**config.mk**
```make
export PLATFORM = sky130hd
export DESIGN_NAME = exposition_meter
export DESIGN_NICKNAME = d
export VERILOG_FILES = /design/src/rtl/exposition_pkg.sv /design/src/rtl/ex_sync.sv /design/src/rtl/exposition_meter.sv
export SDC_FILE = /design/constraint.sdc
export NUM_CORES = 1
export LEC_CHECK = 0
export CORE_MARGIN = 1.5
export CORE_UTILIZATION = 40
export CTS_CLUSTER_SIZE = 40
export DETAILED_ROUTE_END_ITERATION = 6
export HOLD_SLACK_MARGIN = 0.06
export PLACE_DENSITY_LB_ADDON = 0.2
export SLEW_MARGIN = 20
export SYNTH_ARGS = -nofsm -noshare
export SYNTH_HDL_FRONTEND = slang
export SYNTH_HIERARCHICAL = 1
export SYNTH_SLANG_ARGS = --single-unit
```
**constraint.sdc**
```tcl
create_clock -name clk_Ms -period 6.9 [get_ports clk_Ms]
set_input_delay 1.38 -clock clk_Ms [delete_from_list [all_inputs] [get_ports clk_Ms]]
set_output_delay 1.38 -clock clk_Ms [all_outputs]
set_load 0.005 [all_outputs]
```
**src/rtl/exposition_pkg.sv**
```systemverilog
// Shared types and constants for the exposition_meter block.
package exposition_pkg;

  // Default counter / result width, matching the exposure generator's 33-bit values
  localparam int CNT_W_DEFAULT = 33;

  // Saturation value of a default-width counter
  localparam logic [CNT_W_DEFAULT-1:0] CNT_MAX = '1;

  // Measurement FSM states
  typedef enum logic [1:0] {
    IDLE      = 2'd0,
    WAIT_RISE = 2'd1,
    HIGH      = 2'd2,
    DONE      = 2'd3
  } state_t;

endpackage

```
**src/rtl/ex_sync.sv**
```systemverilog
// Two-flop synchronizer / two-stage delay with asynchronous active-low reset.
// Used both to bring Ex_in into the clk_Ms domain and to give Ms_launch the
// same latency, so launch and exposure edges line up cycle-for-cycle.
module ex_sync (
  input  logic clk,
  input  logic rst_n,
  input  logic d,
  output logic q
);

  logic s1_q;
  logic s2_q;

  // Two capture stages; the first may go metastable on an asynchronous input
  always_ff @(posedge clk or negedge rst_n) begin
    if (!rst_n) begin
      s1_q <= 1'b0;
      s2_q <= 1'b0;
    end else begin
      s1_q <= d;
      s2_q <= s1_q;
    end
  end

  assign q = s2_q;

endmodule

```
**src/rtl/exposition_meter.sv**
```systemverilog
// exposition_meter: measures the delay from a launch edge to the rising edge
// of an external exposure pulse, and the pulse's high duration, in clk_Ms
// cycles. Counters saturate rather than wrap.
// Optional feature: define EXPOSITION_METER_TIMEOUT_EN to abort a phase after
// MAX_WAIT cycles and flag it on Ms_err; otherwise Ms_err stays 0.
module exposition_meter
  import exposition_pkg::*;
#(
  parameter int               CNT_W    = CNT_W_DEFAULT,
  parameter logic [CNT_W-1:0] MAX_WAIT = 33'h1_0000_0000
) (
  input  logic             clk_Ms,
  input  logic             rst_n,
  input  logic             Ms_launch,
  input  logic             Ex_in,
  output logic [CNT_W-1:0] delay_meas,
  output logic [CNT_W-1:0] duration_meas,
  output logic             Ms_valid,
  output logic             Ms_busy,
  output logic             Ms_err
);

`ifdef EXPOSITION_METER_TIMEOUT_EN
  localparam bit TIMEOUT_EN = 1'b1;
`else
  localparam bit TIMEOUT_EN = 1'b0;
`endif

  localparam logic [CNT_W-1:0] CNT_ALL1 = '1;

  logic             ex_s;
  logic             l_s;
  logic             ex_prev_q;
  logic             l_prev_q;
  logic             launch_edge;
  logic             ex_rise;
  logic             ex_fall;
  logic             timeout_hit;
  logic [CNT_W-1:0] cnt_inc;

  state_t           state_q, state_d;
  logic [CNT_W-1:0] cnt_q, cnt_d;
  logic [CNT_W-1:0] delay_reg_q, delay_reg_d;
  logic [CNT_W-1:0] delay_meas_q, delay_meas_d;
  logic [CNT_W-1:0] duration_meas_q, duration_meas_d;
  logic             valid_q, valid_d;
  logic             busy_q, busy_d;
  logic             err_q, err_d;

  ex_sync u_ex_sync (
    .clk   (clk_Ms),
    .rst_n (rst_n),
    .d     (Ex_in),
    .q     (ex_s)
  );

  ex_sync u_launch_sync (
    .clk   (clk_Ms),
    .rst_n (rst_n),
    .d     (Ms_launch),
    .q     (l_s)
  );

  // Previous-value flops for edge detection on the aligned signals
  always_ff @(posedge clk_Ms or negedge rst_n) begin
    if (!rst_n) begin
      ex_prev_q <= 1'b0;
      l_prev_q  <= 1'b0;
    end else begin
      ex_prev_q <= ex_s;
      l_prev_q  <= l_s;
    end
  end

  assign launch_edge = l_s & ~l_prev_q;
  assign ex_rise     = ex_s & ~ex_prev_q;
  assign ex_fall     = ~ex_s & ex_prev_q;

  // Saturating increment: the counter sticks at all-ones
  assign cnt_inc     = (cnt_q == CNT_ALL1) ? cnt_q : cnt_q + 1'b1;
  assign timeout_hit = TIMEOUT_EN && (cnt_q >= MAX_WAIT);

  // FSM, counter and result registers
  always_ff @(posedge clk_Ms or negedge rst_n) begin
    if (!rst_n) begin
      state_q         <= IDLE;
      cnt_q           <= '0;
      delay_reg_q     <= '0;
      delay_meas_q    <= '0;
      duration_meas_q <= '0;
      valid_q         <= 1'b0;
      busy_q          <= 1'b0;
      err_q           <= 1'b0;
    end else begin
      state_q         <= state_d;
      cnt_q           <= cnt_d;
      delay_reg_q     <= delay_reg_d;
      delay_meas_q    <= delay_meas_d;
      duration_meas_q <= duration_meas_d;
      valid_q         <= valid_d;
      busy_q          <= busy_d;
      err_q           <= err_d;
    end
  end

  // Next-state logic; results are loaded on the transition into DONE so that
  // Ms_valid and the new values appear together during the DONE cycle
  always_comb begin
    state_d         = state_q;
    cnt_d           = cnt_q;
    delay_reg_d     = delay_reg_q;
    delay_meas_d    = delay_meas_q;
    duration_meas_d = duration_meas_q;
    valid_d         = 1'b0;
    busy_d          = busy_q;
    err_d           = err_q;

    unique case (state_q)
      IDLE: begin
        // An Ex edge coinciding with the launch edge is deliberately not
        // counted: WAIT_RISE only reacts to edges seen after entry.
        if (launch_edge) begin
          cnt_d   = '0;
          busy_d  = 1'b1;
          state_d = WAIT_RISE;
        end
      end

      WAIT_RISE: begin
        cnt_d = cnt_inc;
        if (ex_rise) begin
          delay_reg_d = cnt_inc;
          cnt_d       = '0;
          state_d     = HIGH;
        end else if (timeout_hit) begin
          delay_meas_d    = MAX_WAIT;
          duration_meas_d = '0;
          err_d           = 1'b1;
          valid_d         = 1'b1;
          busy_d          = 1'b0;
          state_d         = DONE;
        end
      end

      HIGH: begin
        cnt_d = cnt_inc;
        if (ex_fall) begin
          delay_meas_d    = delay_reg_q;
          duration_meas_d = cnt_inc;
          err_d           = 1'b0;
          valid_d         = 1'b1;
          busy_d          = 1'b0;
          state_d         = DONE;
        end else if (timeout_hit) begin
          delay_meas_d    = delay_reg_q;
          duration_meas_d = MAX_WAIT;
          err_d           = 1'b1;
          valid_d         = 1'b1;
          busy_d          = 1'b0;
          state_d         = DONE;
        end
      end

      DONE: begin
        // One-cycle strobe state; launch edges seen here are dropped
        state_d = IDLE;
      end

      default: state_d = IDLE;
    endcase
  end

  assign delay_meas    = delay_meas_q;
  assign duration_meas = duration_meas_q;
  assign Ms_valid      = valid_q;
  assign Ms_busy       = busy_q;
  assign Ms_err        = err_q;

endmodule

```
==> metrics, run 1 <==
Switch Pwr 0.712 mW; RSZ-0062 raised after global routing false; critical path required time 7170 ps; Num Clock Sinks 142; total negative slack 0 ps; clk root buf clkbuf_16; r2r worst-path depth 7; Slew HR 32.4%; Via density 5.15; Seq/Total Area, Yosys 56.7%; initial antenna violation count 0; htree depth 4; internal power 1.65 mW; GRT Total Usage 18.7%; Tot Pwr 2.36 mW; Clock transition at path regs 60 ps; CP max FO 12; WL per Instance 15.0 microns; worst r2r dst duration_meas[13]$_DFFE_PN0P_; placed cell count 924; ANT cells 0; post_cts resized 0; worst hold path cell count 0; # nets final 742; Layout area overhead 24.1%; met3 WL 657 microns; CP Class reg -> reg; die area 16,400 sq um; VDD IR max 208 uV; Leak 3.42 nW; reg2reg setup slack 4040 ps; crit path capture type flip-flop; via count 4,931; Clock Skew 6.51 ps; # rows 45; CTS Hold Bufs 0; share of layout cells above drive strength 1 6.17%; max-cap violations 0; min-delay src u_ex_sync/s1_q$_DFF_PN0_; gp weighted congestion 0.820; post-synth cell types 50; final wirelength 14,300 microns; initial DRC count 450; die height 128 microns; Fin. Hold Viols 0; final core utilization 51.0%; worst setup margin 4040 ps; worst hold path type reg -> reg; met2 wire length 6780 microns; share of the synthesized area in the top cell type 56.7%; period utilisation layout 41.5%; core box area 15,300 sq um; Slew @ Worst Pin 1010 ps; global-route wire length before repair 24,100 microns; Initial Utilization 41.1%; fin crit period 2860 ps; number of buffer cells added on primary ports 71; crit path launch type flip-flop; clock buffer depth 2; Yosys reg bits 142; grt ovf 0; dpl hpwl 9600 microns; non-filler instance count after layout 957; Syn Nets 682; power per cell area 304 nW/um^2; number of global-route vias before repair 4,747; TritonCTS buffer count 17; critical path arrival 3140 ps; Area contributors post-synth dfrtp_1 57%, nand2_1 12%, o21ai_0 6.5%; mapped cell area 6270 sq um; DRC 0; run status complete, no violations; Clock Latency Late Sink 420 ps; Post-CTS Setup Inserts 0; worst hold endpoint u_ex_sync/q$_DFF_PN0_; Setup Viol. Count Final 0; Clock Power Share 41.5%; Yosys top cell by area dfrtp_1; Post-Synthesis Cells 673; largest net degree at the start of global routing 88; die width 128 microns; max layer used met4; Fmax 349 MHz; met1 WL 6640 microns; CTS tree yes; Comb pwr share 20.4%; max-slew violations 0; DP Worst Slack 4020 ps; sequential share of power 38.1%; Ys Warns 6; synthesized area per cell 9.32 sq um; final antenna-violating net count 0; Ports 73; Initial DRT Pass Iterations 5; sw frac 30.1%; reg2reg start cnt_q[0]$_DFFE_PN0P_
## layer usage
layer | global-route usage, % | vias up
li1 | - | 2412
met1 | 25.6 | 2365
met2 | 28.7 | 133
met3 | 4.38 | 21
met4 | 7.67 | 0
met5 | 0 | -
## power groups by stage
stage | registers, mW | clock network [mW] | logic, mW
6_report | 0.901 | 0.980 | 0.483
4_1_cts | 0.902 | 1.00 | 0.481
5_1_grt | 0.907 | 1.04 | 0.542
2_1_floorplan | 0.912 | 0 | 0.310
3_5_place_dp | 0.917 | 0 | 0.481
3_3_place_gp | 0.913 | 0 | 0.472
## cell usage in the layout, fill, tap and decap left out, types with 3 or more instances in the layout
cell	n
nand3b_1	5
nand4_1	4
and4_1	3
inv_1	10
and3_1	11
a21o_1	4
nor3_1	11
clkinv_2	3
a21oi_1	15
o21a_1	3
ha_1	5
nor2_1	20
mux2i_1	3
or3_1	7
xor2_1	7
bufinv_16	4
a31oi_1	10
nand2_1	200
dfrtp_1	142
buf_4	7
nand3_1	13
clkdlybuf4s50_1	70
o21ai_1	11
nor4_1	8
clkbuf_16	17
o31ai_1	9
or4_1	4
o21ai_0	81
xnor2_1	22
## stage by stage
stage	hold slack (ps)	area (sq um)
global placement	338	7130
floorplan	331	6270
global route	356	7780
detailed placement	339	7130
CTS	352	7770
finish	349	7780
## cells in the mapped netlist, drive strengths merged
library cell,number
nand2,200
dfrtp,142
o21ai,92
clkbuf,30
xnor2,22
nor2,20
a21oi,15
nand3,13
nor3,12
and3,11
a31oi,10
inv,10
nor4,9
o31ai,9
buf,8
or3,7
xor2,7
nand4,6
ha,5
nand3b,5
a21o,4
or4,4
and2,3
and4,3
mux2i,3
o21a,3
a41oi,2
nand2b,2
nor3b,2
o211ai,2
a22o,1
a2bb2oi,1
a32o,1
clkinv,1
conb,1
mux2,1
nor2b,1
o2111ai,1
o311ai,1
o31a,1
o41ai,1
or2,1
## cell families (layout without fill, tap and decap cells)
group | Yosys count | count (layout) | synth area share (%)
and+or+nand+nor | 299 | 299 | 21.3
AOI/OAI and AO/OA | 144 | 144 | 13.0
DFF | 142 | 142 | 56.7
buffers and inverters | 49 | 122 | 3.31
xor gates and xnor gates | 29 | 29 | 4.05
adders and majority gates | 5 | 5 | 0.998
muxes | 4 | 4 | 0.659
other | 1 | 1 | 0.0598
## flip-flops by register name, indices dropped and copies added (netlist names)
signal	count
Ms_busy	1
Ms_valid	1
cnt_q	33
delay_meas	33
delay_reg_q	33
duration_meas	33
ex_prev_q	1
l_prev_q	1
state_q	2
u_ex_sync/q	1
u_ex_sync/s1_q	1
u_launch_sync/q	1
u_launch_sync/s1_q	1
## area by class of cell
| type | count | area [sq um] |
|---|---|---|
| timing repair buffer | 79 | 776 |
| clock buffer | 19 | 453 |
| clock inverter | 13 | 185 |
| multi-input combinational | 482 | 2510 |
| inverter | 11 | 41.3 |
| fill | 1389 | 7480 |
| sequential | 142 | 3550 |
| tap | 211 | 264 |
## worst max path at each step
stage,start,to,cells after the start
2_1_floorplan,cnt_q[0]$_DFFE_PN0P_,cnt_q[15]$_DFFE_PN0P_,9
3_3_place_gp,rst_n,delay_meas[19]$_DFFE_PN0P_,2
3_5_place_dp,cnt_q[0]$_DFFE_PN0P_,delay_reg_q[23]$_DFFE_PN0P_,7
4_1_cts,cnt_q[0]$_DFFE_PN0P_,delay_reg_q[23]$_DFFE_PN0P_,7
5_1_grt,cnt_q[0]$_DFFE_PN0P_,duration_meas[23]$_DFFE_PN0P_,7
6_report,cnt_q[0]$_DFFE_PN0P_,duration_meas[13]$_DFFE_PN0P_,7
## worst max-delay path, cell delays in order (launching register included)
cell	delay, ps
dfrtp_1	460
ha_1	230
and4_1	310
nand3_1	360
nor3_2	830
or4_1	270
xnor2_1	150
o21ai_0	100
No activity file was read; power rests on OpenSTA's default activity.
==> run 2: changes to the inputs <==
- clock period: 6.9 -> 2.7 ns (I/O delays scaled with it)
==> run 2 against run 1 <==
- maximum frequency rose by 14%
- largest cell class unchanged
- via count rose by 2.7%
- count of clock-buffer cells in the layout rose by 4
- clock power rose to 2.6 times the previous value
- sequential power rose to 2.6 times the previous value
- first-iteration DRC count fell by 16%
- critical path depth rose by 1
- cell area rose by 1.9%
- sequential share of layout area fell by 0.84 points
==> metrics, run 2 (synthesis results as in run 1) <==
crit path launch type flip-flop; TritonCTS buffer count 17; die height 128 microns; Layout area overhead 26.4%; die width 128 microns; Clock Skew 6.92 ps; reg2reg start cnt_q[0]$_DFFE_PN0P_; Fin. Hold Viols 0; global-route wire length before repair 24,600 microns; final wirelength 14,500 microns; initial antenna violation count 0; power per cell area 773 nW/um^2; Setup Viol. Count Final 0; most frequent cells in the layout 200 x nand2_1, 142 x dfrtp_1, 81 x o21ai_0; period utilisation layout 93.4%; max layer used met4; total negative slack 0 ps; largest net degree at the start of global routing 100; commonest non-fill, non-tap cell in the layout nand2_1; number of global-route vias before repair 4,956; crit path capture type flip-flop; GRT Total Usage 19.0%; Slew HR 39.4%; met3 WL 606 microns; Clock transition at path regs 60 ps; met1 WL 6560 microns; Initial Utilization 41.1%; Leak 3.51 nW; ANT cells 0; Ports 73; fin crit period 2520 ps; gp weighted congestion 0.894; WL per Instance 14.9 microns; via count 5,063; max-cap violations 0; crit-path max cell delay 670 ps; Slew @ Worst Pin 910 ps; Post-CTS Setup Inserts 0; Crit. Startpoint cnt_q[0]$_DFFE_PN0P_; ordered cell list for the critical path ha_1, and4_1, nand3_1, nor3_2, buf_4, nor4_1, xnor2_1, o21ai_0; CTS tree yes; CP max stage cell nor4_1; post_cts resized 0; # rows 45; reg2reg setup slack 180 ps; CP Class reg -> reg; Clock Latency Late Sink 420 ps; worst hold path type in -> async; initial DRC count 380; Num Clock Sinks 142; VDD IR max 451 uV; die area 16,400 sq um; met2 wire length 6930 microns; CP max FO 8; htree depth 4; final core utilization 52.0%; grt ovf 0; Initial DRT Pass Iterations 5; max-slew violations 0; share of layout cells above drive strength 1 7.87%; run status complete, no violations; Fmax 397 MHz; final antenna-violating net count 0; clk root buf clkbuf_16; dpl hpwl 9920 microns; RSZ-0062 raised after global routing false; critical path arrival 2790 ps; DRC 0; clock buffer depth 2; number of buffer cells added on primary ports 71; CTS Hold Bufs 0; Via density 5.20; core box area 15,300 sq um; # nets final 758; critical path required time 2960 ps
[run 2: per-layer routing]
metal / global-route usage (%) / up-vias
li1: - / 2443
met4: 8.53 / 0
met1: 25.2 / 2468
met2: 30.1 / 127
met3: 3.88 / 25
met5: 0 / -
[run 2: worst max-delay path, delay by kind of cell (launching register included)]
family	cells	cell delay [ps]
AND/OR/NAND/NOR	4	1160
flip-flops	1	460
adder cells (fa/ha/maj)	1	260
XOR/XNOR	1	220
buffers and inverters	1	170
AO/OA/AOI/OAI	1	90
[run 2: power breakdown]
| part | switching (mW) | total [mW] | internal [mW] |
|---|---|---|---|
| sequential | 0.0716 | 2.30 | 2.23 |
| clock | 0.884 | 2.53 | 1.65 |
| combinational | 0.861 | 1.30 | 0.436 |
| total | 1.82 | 6.13 | 4.31 |
[run 2: metrics by stage]
step / cell area [sq um] / setup slack, ps / std cells / power [mW] / hold slack, ps
final: 7930 / 179 / 973 / 6.13 / 182
after global routing: 7930 / 52.8 / 973 / 6.44 / 258
after CTS: 7930 / 179 / 973 / 6.19 / 223
after detailed placement: 7280 / 217 / 941 / 3.64 / 338
after global placement: 7280 / 290 / 941 / 3.59 / 336
after floorplan: 6270 / 348 / 673 / 3.12 / 244
[run 2: cell type report]
class                           count  area [sq um]
Fill cell                        1393          7330
Sequential cell                   142          3550
Multi-Input combinational cell    482          2510
Timing Repair Buffer               95           917
Clock buffer                       23           488
Tap cell                          211           264
Clock inverter                      9           155
Inverter                           11          41.3
[run 2: final timing paths]
kind / end / cells after the start
worst max register to register: duration_meas[23]$_DFFE_PN0P_ / 8
min in group clk_Ms: u_launch_sync/q$_DFF_PN0_ / 0
max in group asynchronous: delay_meas[14]$_DFFE_PN0P_ / 2
worst max-delay path: duration_meas[23]$_DFFE_PN0P_ / 8
worst min register to register: u_launch_sync/q$_DFF_PN0_ / 0
worst min-delay path: delay_meas[0]$_DFFE_PN0P_ / 1
==> run 3: changes to the inputs <==
- REMOVE_ABC_BUFFERS: default -> 1
==> run 3 against run 2 <==
- global-route usage is essentially flat
- core utilization grew 0.13 points
- sequential cell count is the same
- maximum frequency grew 0.82%
- worst setup slack gained 21 ps
- register-to-register slack gained 20 ps
- cell area grew 0.25%
- count of clock-buffer cells in the layout shrank 5
- critical path depth is the same
- first-iteration DRC count shrank 27%
- worst hold slack lost 120 ps
==> metrics, run 3 (synthesis results as in run 1) <==
commonest non-fill, non-tap cell in the layout nand2_1; die height 128 microns; clock buffer depth 2; max-slew violations 0; Setup Viol. Count Final 0; Slew @ Worst Pin 584 ps; clk root buf clkbuf_16; number of buffer cells added on primary ports 71; grt ovf 0; post_cts resized 0; Slew HR 60.7%; initial DRC count 276; reg2reg setup slack 200 ps; r2r worst-path depth 8; critical path required time 3040 ps; DP Worst Slack 215 ps; DRC 0; largest net degree at the start of global routing 61; fill count 1,407; TritonCTS buffer count 17; htree depth 4; ANT cells 0; fin crit period 2500 ps; RSZ-0062 raised after global routing false; power per cell area 780 nW/um^2; period utilisation layout 92.6%; Clock Latency Late Sink 430 ps; VDD IR max 571 uV; Layout area overhead 26.8%; final antenna-violating net count 0; die width 128 microns; share of layout cells above drive strength 1 8.40%; gp weighted congestion 0.892; worst r2r dst cnt_q[15]$_DFFE_PN0P_; Fmax 400 MHz; Fin. Hold Viols 0; Ports 73; run status complete, no violations; max-cap violations 0; Leak 3.51 nW; placed cell count 941; core box area 15,300 sq um; Clock Skew 9.15 ps; Post-CTS Setup Inserts 0; CP max FO 7; worst setup margin 199 ps; via count 4,908; final wirelength 14,400 microns; Via density 5.04; Initial DRT Pass Iterations 4; die area 16,400 sq um; worst hold path type in -> async; WL per Instance 14.8 microns; global-route wire length before repair 24,200 microns; Clock transition at path regs 60 ps; Initial Utilization 41.1%; crit path capture type flip-flop; critical path arrival 2840 ps; non-filler instance count after layout 973; Tot Pwr 6.20 mW; reg2reg start cnt_q[1]$_DFFE_PN0P_; Num Clock Sinks 142; CTS Hold Bufs 0; most frequent cells in the layout 200 x nand2_1, 142 x dfrtp_1, 81 x o21ai_0; # nets final 758; CP Class reg -> reg; GRT Total Usage 19.0%; # rows 45; dpl hpwl 9700 microns; initial antenna violation count 0; number of global-route vias before repair 4,771; crit path launch type flip-flop; CTS tree yes
[run 3: cell types whose count changed in the layout (fill, tap and decap cells not counted), sizes merged]
| cell | delta |
|---|---|
| clkinvlp | +3 |
| bufinv | +1 |
| clkbuf | -5 |
| inv | +1 |
[run 3: stage by stage]
stage                     instance area, sq um  util, %  TNS (ps)  hold slack [ps]
after floorplan                           6100        -    -47560              244
after global placement                    7280     47.7         0              334
after detailed placement                  7280     47.7         0              335
after CTS                                 7940     52.0         0              101
after global routing                      7950     52.1         0              118
final                                     7950     52.1         0             61.8
[run 3: worst max-delay path by stage]
stage | startpoint | end | slack [ps] | cells past startpoint
after global routing | cnt_q[1]$_DFFE_PN0P_ | delay_reg_q[4]$_DFFE_PN0P_ | 40 | 9
after floorplan | state_q[0]$_DFFE_PN0P_ | Ms_valid$_DFF_PN0_ | -1250 | 4
final | cnt_q[1]$_DFFE_PN0P_ | cnt_q[15]$_DFFE_PN0P_ | 200 | 8
after detailed placement | cnt_q[1]$_DFFE_PN0P_ | cnt_q[15]$_DFFE_PN0P_ | 210 | 8
after CTS | cnt_q[1]$_DFFE_PN0P_ | cnt_q[15]$_DFFE_PN0P_ | 190 | 8
after global placement | cnt_q[1]$_DFFE_PN0P_ | cnt_q[15]$_DFFE_PN0P_ | 300 | 8
[run 3: critical path, cell delays in order (launching register included)]
cell	delay [ps]
dfrtp_1	430
ha_1	240
and4_1	280
nand3_1	210
nor3_2	90
buf_4	170
or4_1	560
or3_1	360
o21ai_0	80
[run 3: routing by layer]
layer	vias up	track usage (%)	wire length, microns
li1	2438	-	-
met5	-	0	0
met4	0	8.26	262
met1	2358	26.3	7240
met3	22	4.13	456
met2	90	28.8	6430
[run 3: area by class of cell]
type | instances | area [sq um] | share of cell area (%)
Multi-Input combinational cell | 482 | 2520 | 31.7
Timing Repair Buffer | 95 | 917 | 11.5
Tap cell | 211 | 264 | 3.32
Inverter | 11 | 41.3 | 0.520
Clock buffer | 18 | 439 | 5.53
Sequential cell | 142 | 3550 | 44.7
Clock inverter | 14 | 213 | 2.68
[run 3: power by group]
| part | internal (mW) | leakage, nW | switching, mW | total (mW) |
|---|---|---|---|---|
| registers | 2.23 | 1.95 | 0.0673 | 2.30 |
| logic | 0.454 | 1.25 | 0.869 | 1.32 |
| clock network | 1.66 | 0.309 | 0.915 | 2.58 |
